===== config.mk =====
export PLATFORM = sky130hd
export DESIGN_NAME = simple_bus_cmd_responder
export DESIGN_NICKNAME = d
export VERILOG_FILES = /design/src/rtl/simple_bus_pkg.sv /design/src/rtl/simple_bus_cmd_fifo.sv /design/src/rtl/simple_bus_cmd_responder.sv
export SDC_FILE = /design/constraint.sdc
export NUM_CORES = 1
export LEC_CHECK = 0
export BUFFER_PORTS_ARGS = -buffer_cell sky130_fd_sc_hd__buf_2
export CAP_MARGIN = 20
export CORE_MARGIN = 4
export CORE_UTILIZATION = 55
export CTS_BUF_LIST = sky130_fd_sc_hd__clkbuf_16
export CTS_CLUSTER_DIAMETER = 150
export DETAILED_ROUTE_END_ITERATION = 6
export GPL_TIMING_DRIVEN = 0
export PLACE_DENSITY_LB_ADDON = 0.25
export REMOVE_ABC_BUFFERS = 1
export SETUP_SLACK_MARGIN = 0.5
export SLEW_MARGIN = 20
export SYNTH_ARGS = -nofsm -noshare
export SYNTH_HDL_FRONTEND = slang
export SYNTH_SLANG_ARGS = --single-unit

===== constraint.sdc =====
create_clock -name clk -period 2.35 [get_ports clk]
set_input_delay 0.3525 -clock clk [delete_from_list [all_inputs] [get_ports clk]]
set_output_delay 0.3525 -clock clk [all_outputs]
set_load 0.005 [all_outputs]

===== src/rtl/simple_bus_pkg.sv =====
// Shared types and default widths for the simple-bus command responder.
package simple_bus_pkg;

    localparam int unsigned SB_CMD_W   = 4;
    localparam int unsigned SB_ADDR_W  = 16;
    localparam int unsigned SB_CMD_MAX = 7;

    typedef struct packed {
        logic [SB_CMD_W-1:0]  cmd;
        logic [SB_ADDR_W-1:0] addr;
    } sb_req_t;

    typedef enum logic [1:0] {
        IDLE,
        WAIT,
        DONE
    } sb_rsp_state_e;

endpackage


===== src/rtl/simple_bus_cmd_fifo.sv =====
// Synchronous FIFO of bus requests; DEPTH must be a power of two so the pointers wrap naturally.
module simple_bus_cmd_fifo
    import simple_bus_pkg::*;
#(
    parameter type         req_t = sb_req_t,
    parameter int unsigned DEPTH = 4
) (
    input  logic                     clk,
    input  logic                     rst_,
    input  logic                     push,
    input  req_t                     push_data,
    input  logic                     pop,
    output req_t                     pop_data,
    output logic                     full,
    output logic                     empty,
    output logic [$clog2(DEPTH):0]   level
);

    localparam int unsigned PW = $clog2(DEPTH);
    localparam int unsigned LW = PW + 1;

    req_t          mem [DEPTH];
    logic [PW-1:0] wr_ptr;
    logic [PW-1:0] rd_ptr;
    logic [LW-1:0] count;
    logic          do_push;
    logic          do_pop;

    assign full     = (count == LW'(DEPTH));
    assign empty    = (count == '0);
    assign do_push  = push && !full;
    assign do_pop   = pop && !empty;
    assign pop_data = mem[rd_ptr];
    assign level    = count;

    always_ff @(posedge clk or negedge rst_) begin
        if (!rst_) begin
            wr_ptr <= '0;
            rd_ptr <= '0;
            count  <= '0;
        end else begin
            if (do_push) wr_ptr <= wr_ptr + 1'b1;
            if (do_pop)  rd_ptr <= rd_ptr + 1'b1;
            case ({do_push, do_pop})
                2'b10:   count <= count + 1'b1;
                2'b01:   count <= count - 1'b1;
                default: count <= count;
            endcase
        end
    end

    always_ff @(posedge clk) begin
        if (do_push) mem[wr_ptr] <= push_data;
    end

endmodule


===== src/rtl/simple_bus_cmd_responder.sv =====
// Simple-bus target: queues cmd/saddr transfers and completes each after cfg_lat cycles with a done pulse.
module simple_bus_cmd_responder
    import simple_bus_pkg::*;
#(
    parameter int unsigned CMD_W   = SB_CMD_W,
    parameter int unsigned ADDR_W  = SB_ADDR_W,
    parameter int unsigned DEPTH   = 4,
    parameter int unsigned LAT_W   = 4,
    parameter int unsigned CMD_MAX = SB_CMD_MAX
) (
    input  logic                     clk,
    input  logic                     rst_,
    input  logic                     en,
    input  logic [CMD_W-1:0]         cmd,
    input  logic [ADDR_W-1:0]        saddr,
    output logic                     rdy,
    input  logic [LAT_W-1:0]         cfg_lat,
    output logic                     done,
    output logic [CMD_W-1:0]         done_cmd,
    output logic [ADDR_W-1:0]        done_addr,
    output logic                     err,
    output logic                     ovf,
    output logic [$clog2(DEPTH):0]   level
);

    typedef struct packed {
        logic [CMD_W-1:0]  cmd;
        logic [ADDR_W-1:0] addr;
    } req_t;

    sb_rsp_state_e    state;
    sb_rsp_state_e    state_nx;
    logic [LAT_W-1:0] cnt;
    logic [LAT_W-1:0] cnt_nx;
    req_t             head;
    req_t             act;
    req_t             fin;
    req_t             push_req;
    logic             full;
    logic             empty;
    logic             push;
    logic             pop;

    // rdy comes from the registered FIFO count only, never from en.
    assign rdy      = rst_ && !full;
    assign push     = en && rdy;
    assign push_req = '{cmd: cmd, addr: saddr};

    simple_bus_cmd_fifo #(
        .req_t (req_t),
        .DEPTH (DEPTH)
    ) u_fifo (
        .clk       (clk),
        .rst_      (rst_),
        .push      (push),
        .push_data (push_req),
        .pop       (pop),
        .pop_data  (head),
        .full      (full),
        .empty     (empty),
        .level     (level)
    );

    always_comb begin
        state_nx = state;
        cnt_nx   = cnt;
        pop      = 1'b0;
        case (state)
            IDLE, DONE: begin
                if (!empty) begin
                    pop      = 1'b1;
                    cnt_nx   = cfg_lat;
                    state_nx = (cfg_lat == '0) ? DONE : WAIT;
                end else begin
                    state_nx = IDLE;
                end
            end
            WAIT: begin
                cnt_nx = cnt - 1'b1;
                if (cnt == LAT_W'(1)) state_nx = DONE;
            end
            default: state_nx = IDLE;
        endcase
    end

    // A zero-latency pop completes straight from the FIFO head, bypassing the active register.
    assign fin = pop ? head : act;

    always_ff @(posedge clk or negedge rst_) begin
        if (!rst_) begin
            state     <= IDLE;
            cnt       <= '0;
            act       <= '0;
            done      <= 1'b0;
            err       <= 1'b0;
            done_cmd  <= '0;
            done_addr <= '0;
            ovf       <= 1'b0;
        end else begin
            state <= state_nx;
            cnt   <= cnt_nx;
            if (pop) act <= head;
            done <= (state_nx == DONE);
            err  <= (state_nx == DONE) && (fin.cmd > CMD_W'(CMD_MAX));
            if (state_nx == DONE) begin
                done_cmd  <= fin.cmd;
                done_addr <= fin.addr;
            end
            if (en && !rdy) ovf <= 1'b1;
        end
    end

endmodule


==> results by group, run 1 <==
Run status
  – Status: finished, violations left
  – Failing checks: negative hold slack

Layout
  – Commonest non-fill, non-tap cells in the layout: edfxtp_1, buf_2, dfrtp_1
  – Reg area: 3810 sq um
  – Diode count: 0
  – Most common cell after layout, fill and taps aside: edfxtp_1
  – Filler cell count in the final layout: 658
  – Share of cells above drive strength 1: 41.5%
  – Post-Layout Inst Area: 6830 sq um
  – Area of the multi-input gates: 1650 sq um
  – Area Overhead vs Synth: 22.8%
  – Final #Nets: 458

Floorplanning
  – Die W: 109 um
  – Initial core utilization: 56.6%
  – Die boundary height: 109 um
  – Die area: 11,800 sq um
  – Std-Cell Rows: 36
  – Core ar.: 9820 sq um
  – I/O pin count: 54

Global route
  – Vias in the first global route: 3,553
  – Pin count of the biggest net entering global routing: 59
  – GR Util met2: 35.2%
  – Grt total ovfl: 0
  – Met3 usage: 7.46%
  – Grt met1 use: 29.0%
  – First-pass GRT wire length: 19.2 mm
  – Total GRT Usage: 22.5%
  – Initial antenna violation count: 1
  – Gr busiest metal: met2

Clock network
  – Clock Tree Buf Depth: 2
  – Total CTS buffers: 17
  – Num Clock Sinks: 136
  – TritonCTS clock tree: yes
  – Reg clk slew, reported paths: 60 ps
  – Root buffer cell: clkbuf_16
  – Clock Latency Late Sink: 420 ps
  – H-tree depth: 4

Drt
  – Routed Antenna Nets: 0
  – DRT iter0 DRCs: 300
  – Via count: 3,445
  – TritonRoute pass-1 iters: 6
  – Routed length per instance: 21.8 um
  – Vias per inst: 6.05
  – Total Wirelength: 12.4 mm
  – Drt drc: 0

STA
  – Fin. Hold Viols: 56
  – Worst slew margin: 45.7%
  – Clock Skew: 12.0 ps
  – Final Max Tran Viols: 0
  – Final setup vio count: 0
  – RSZ-0062 raised after global routing: true
  – Worst slew pin tran: 810 ps
  – Worst hold slack: -104 ps
  – Crit path time final: 1920 ps
  – Period utilization: 81.6%
  – Fmax: 521 MHz

Synthesis
  – Yosys cell types: 44
  – Syn Area/Cell: 16.3 sq um
  – Synth area leaders: edfxtp_1, dfrtp_1, mux4_2
  – Main synth FF type: edfxtp_1
  – Share of flip-flops with an asynchronous set or reset: 41.2%
  – Area share of the leading cell type in the synthesized netlist: 43.2%
  – Yosys reg bits: 136
  – Synth warn: 0
  – Seq/Total Area, Yosys: 68.4%
  – Synth Instances: 342
  – Post-synthesis cell area: 5560 sq um
  – Number of flops mapped to enable cells by yosys: 80
  – Leading area contributor after synthesis: edfxtp_1

Critical path
  – Critical Path Fanout Max: 5
  – CP Class: register to register
  – Crit-path slowest cell: dfrtp_2
  – Worst Path Required: 2680 ps
  – Worst Setup End Kind: register
  – CP arrival: 2250 ps
  – Worst-path cell chain: o311a_4 > inv_4 > ha_4 > inv_2 > fa_2 > xor2_1 > nor2_1 > xnor2_1
  – Crit path largest cell delay: 430 ps
  – Critical path launch point type: register

Pwr
  – Pwr dens: 1300 nW/um^2
  – LEAKAGE: 2.63 nW
  – Maximum VDD drop: 0.000680 V
  – PnR Total Power: 0.00889 W

Placed design
  – Post-DP Area: 5970 sq um
  – GP Congestion: 0.718
  – DPL Wire Length: 6.36 mm
  – # port buffers: 53

Min path
  – Hold crit path type: input pin to asynchronous set/reset pin

Flow run
  – Max-Cap Viols: 0
## path summary, 6_finish.rpt
| check | endpoint | cells past startpoint | startpoint | slack (ps) |
|---|---|---|---|---|
| worst max-delay path | u_fifo.level[2] | 8 | u_fifo.level[1] | 430 |
| worst min-delay path | act[5] | 1 | rst_ | -100 |
| worst max register to register | u_fifo.level[2] | 8 | u_fifo.level[1] | 430 |
| worst min register to register | ovf | 1 | ovf | 470 |
| max in group asynchronous | u_fifo.rd_ptr[1] | 1 | rst_ | 2020 |
| min in group clk | u_fifo.mem[1][16] | 1 | cmd[0] | 150 |
## flip-flops by register name (all words and copies together) (netlist names)
name	count
u_fifo.level	3
err	1
done_addr	16
act	20
u_fifo.mem	80
state	2
ovf	1
done_cmd	4
u_fifo.rd_ptr	2
cnt	4
u_fifo.wr_ptr	2
done	1
## critical path, delay by kind of cell (launching register included)
kind / cells / cell delay (ps)
AOI/OAI and AO/OA: 1 / 400
xor gates and xnor gates: 2 / 310
adders and majority gates: 2 / 450
buffers and inverters: 2 / 90
DFF: 1 / 430
and+or+nand+nor: 1 / 130
## layer usage
layer  vias to the layer above  wire [um]
met1                      1755       4910
met5                         -         13
met3                        35       1060
met4                         2        396
li1                       1497          -
met2                       156       6020
## area by class of cell
cell class	instances	share of cell area (%)
Inverter	30	1.92
Multi-Input combinational cell	158	24.2
Tap cell	133	2.44
Timing Repair inverter	2	0.202
Clock inverter	13	1.12
Sequential cell	136	55.8
Timing Repair Buffer	78	7.31
Clock buffer	19	6.96
## timing repair
item | CTS | global route
endpoints found under the hold margin | 56 | 56
setup buffers | 11 | 9
resized for setup | 25 | 12
pin swaps | 5 | 8
cloned | 4 | 1
setup endpoints to repair | 127 | 102
## stage by stage
| stage | util (%) | hold slack [ps] | setup TNS, ps | worst slack (ps) | instances |
|---|---|---|---|---|---|
| after floorplan | - | 56.9 | -7180 | -335 | 321 |
| after global placement | 59.9 | 453 | -112750 | -1850 | 507 |
| after detailed placement | 60.8 | 460 | -38580 | -723 | 512 |
| after CTS | 68.4 | -82.6 | 0 | 363 | 559 |
| after global routing | 69.6 | -66.1 | 0 | 344 | 569 |
| final | 69.6 | -104 | 0 | 432 | 569 |
## cells in the mapped netlist, types with 2 or more instances
master    number
inv_1         29
buf_4          2
buf_2          5
dfrtp_1       56
xnor2_1        5
nand4_1       18
mux2_2        21
a31oi_1        2
nor2_1         2
nand3_1       22
and2_1         5
edfxtp_1      80
mux4_2        20
clkbuf_1      11
nor3_2         2
nand3b_1       2
o311a_1        3
o21ai_0        3
ha_1           7
or2_2          2
o311ai_0      18
or4_1          2
buf_6          2
o31a_1         2
nor3_1         2
## cell families (layout without fill, tap and decap cells)
group	Yosys count	after routing	synth area share, %
DFF	136	136	68.4
and+or+nand+nor	66	69	7.29
buffers and inverters	51	142	3.98
muxes	42	42	12.5
AOI/OAI and AO/OA	33	33	4.91
adders and majority gates	8	8	1.94
xor gates and xnor gates	6	6	0.945
## report_power, final
group,switching [W],leakage [nW],internal (W),total (W)
sequential,0.000461,1.38,0.00319,0.00365
combinational,0.00138,0.960,0.00142,0.00280
clock,0.000981,0.281,0.00146,0.00244
No activity file was read; power rests on OpenSTA's default activity.
==> inputs of run 2 (changes only) <==
CORE_UTILIZATION = 53   (was 55)
clock period = 1.7 ns   (was 2.35 ns; I/O delays follow)
==> run 2 against run 1 <==
Compared with the run above:
- the run ends with negative hold slack, negative setup slack left
- first-iteration DRC count is 60% higher
- total power up 75%
- register-to-register slack got worse by 660 ps
- global-route usage increased by 6.9 points
- sequential share of layout area fell by 8.0 points
- clock skew barely moved
- routed wire length up 49%
- final area up 17%
- die area grew 3.5%
- worst hold slack worse by 79 ps
- critical path type unchanged
- critical endpoint unchanged
- highest routed layer is now met4
==> results by group, run 2 (synthesis results as in run 1) <==
STA
  – Final Max Tran Viols: 0 (unchanged)
  – Final WS setup: -224 ps (-657 ps)
  – Period utilization: 113% (+32 points)
  – Worst slew margin: 47.3% (+1.6 points)
  – Final setup vio count: 119 (+119)
  – Fmax: 520 MHz (-0.34%)
  – Clock Skew: 11.6 ps (-0.362 ps)
  – Worst slew pin tran: 784 ps (-25.9 ps)
  – RSZ-0062 raised after global routing: true
  – Crit path time final: 1920 ps (+6.52 ps)
  – Fin. Hold Viols: 56 (unchanged)
  – Worst hold slack: -183 ps (-79.3 ps)

Clock network
  – H-tree depth: 4 (unchanged)
  – Clock Latency Late Sink: 420 ps (about the same)
  – Reg clk slew, reported paths: 60 ps (about the same)
  – Total CTS buffers: 17 (unchanged)
  – TritonCTS clock tree: yes
  – Clock Tree Buf Depth: 2 (unchanged)
  – Num Clock Sinks: 136 (unchanged)
  – Root buffer cell: clkbuf_16

Run status
  – Status: finished, violations left
  – Failing checks: negative hold slack, negative setup slack

Critical path
  – Worst Path Required: 2010 ps (-670 ps)
  – Crit-path slowest cell: or3_4
  – Crit path largest cell delay: 460 ps (+30 ps)
  – Buf/Inv on CP: 2 (unchanged)
  – Worst-path cell chain: or3_4 > nand2_8 > inv_12 > ha_4 > inv_2 > fa_2 > xor2_1 > nor2_1 > xnor2_1
  – CP Class: register to register
  – Worst Setup End Kind: register
  – Worst path top cell family by delay: simple AND/OR/NAND/NOR gates
  – Critical path launch point type: register
  – CP arrival: 2230 ps (-20 ps)
  – Critical Path Fanout Max: 4 (-1)

Layout
  – Commonest non-fill, non-tap cells in the layout: edfxtp_1, dfrtp_1, buf_2
  – Final #Nets: 534 (+17%)
  – Diode count: 0 (unchanged)
  – Top flop regs: u_fifo.mem x80, act x20, done_addr x16
  – Post-Layout Inst Area: 7970 sq um (+17%)
  – Finished Layout Cells: 648 (+14%)
  – Most common cell after layout, fill and taps aside: edfxtp_1
  – Area Overhead vs Synth: 43.3%
  – Share of cells above drive strength 1: 53.3% (+12 points)
  – Filler cell count in the final layout: 528 (-20%)
  – Number of flip-flops under the largest register name: 80 (unchanged)
  – Most flops, register: u_fifo.mem

Drt
  – TritonRoute pass-1 iters: 7 (+1)
  – Total Wirelength: 18.5 mm (+49%)
  – DRT iter0 DRCs: 479 (+60%)
  – Vias per inst: 6.59 (+8.9%)
  – Drt drc: 0 (unchanged)
  – Via count: 4,273 (+24%)
  – Routed length per instance: 28.5 um (+31%)
  – Routed Antenna Nets: 0 (unchanged)

Floorplanning
  – Die area: 12,200 sq um (+3.5%)
  – Std-Cell Rows: 37 (+2.8%)
  – Die W: 110 um (+1.7%)
  – I/O pin count: 54 (unchanged)
  – Core ar.: 10,300 sq um (+4.7%)
  – Die boundary height: 110 um (+1.7%)
  – Initial core utilization: 54.1% (-2.5 points)

Global route
  – Grt total ovfl: 0 (unchanged)
  – Vias in the first global route: 4,395 (+24%)
  – Initial antenna violation count: 0 (-1)
  – Pin count of the biggest net entering global routing: 59 (unchanged)
  – First-pass GRT wire length: 26.4 mm (+37%)
  – Total GRT Usage: 29.4% (+6.9 points)

Pwr
  – PnR Total Power: 0.0156 W (+75%)
  – Pwr dens: 1950 nW/um^2 (+50%)
  – Maximum VDD drop: 0.00107 V (+57%)
  – LEAKAGE: 3.22 nW (+23%)

Placed design
  – DPL Wire Length: 6.58 mm (+3.4%)
  – Post-DP Area: 5980 sq um (+0.13%)
  – GP Congestion: 0.718 (about the same)
  – Setup WS pre-CTS: -1360 ps (-638 ps)
  – Placed cell count: 515 (+0.59%)
  – # port buffers: 53 (unchanged)

Min path
  – Hold crit path type: input pin to asynchronous set/reset pin

Flow run
  – Max-Cap Viols: 0 (unchanged)
-- run 2: cell count changes in the layout (fill, tap and decap cells not counted), moves of 3 or more --
cell       before  now
mux2_4          0   20
o311ai_2        0    3
o311ai_1        0   14
mux2_2         21    1
buf_6           3   27
bufinv_16       0    4
buf_8           1    6
buf_4          20   42
buf_12          2   10
o311ai_0       18    0
and2_4          6   19
nand3_1        22   18
nand3_2         0    4
-- run 2: worst paths after layout --
path                                      start                to  slack (ps)  cells past startpoint
worst max-delay path            u_fifo.level[2]   u_fifo.level[2]        -220                      9
worst min-delay path                       rst_      done_addr[5]        -180                      1
worst max register to register  u_fifo.level[2]   u_fifo.level[2]        -220                      9
worst min register to register          act[17]           act[17]         510                      1
max in group asynchronous                  rst_  u_fifo.rd_ptr[1]        1430                      1
min in group clk                       saddr[7]  u_fifo.mem[2][7]          50                      1
-- run 2: what timing repair did --
item / 4_1_cts / 5_1_grt
endpoints found under the setup margin: 142 / 156
cloned: 23 / 1
pin swaps: 45 / 30
endpoints found under the hold margin: 56 / 56
resized for setup: 144 / 21
setup buffers: 50 / 27
-- run 2: cell type report --
type / instances / area, sq um / share of cell area, %
clock inverter: 15 / 188 / 2.35
clock buffer: 17 / 425 / 5.34
inverter: 30 / 131 / 1.65
multi-input combinational: 174 / 1990 / 25.0
timing repair inverter: 3 / 35.0 / 0.440
timing repair buffer: 137 / 1210 / 15.2
tap: 136 / 170 / 2.14
sequential: 136 / 3810 / 47.8
-- run 2: per-layer routing --
layer  vias to the layer above  GRT usage [%]  share of wire, %
li1                       1683              -                 -
met5                         -              0                 0
met2                       368           45.8                48
met3                       109           9.92                11
met1                      2113           34.9                34
met4                         0           19.3               6.7
-- run 2: through the flow --
stage                     setup TNS [ps]  util [%]
after detailed placement         -113620      58.2
after global routing              -17580      77.6
after global placement           -192740      57.3
final                             -14760      77.6
after CTS                          -6610      74.5
after floorplan                   -30390         -
-- run 2: power by group --
part           leakage [nW]  internal [W]  switching (W)  total (W)
clock                 0.308       0.00243        0.00141    0.00384
combinational          1.53       0.00355        0.00308    0.00663
sequential             1.38       0.00441       0.000667    0.00508
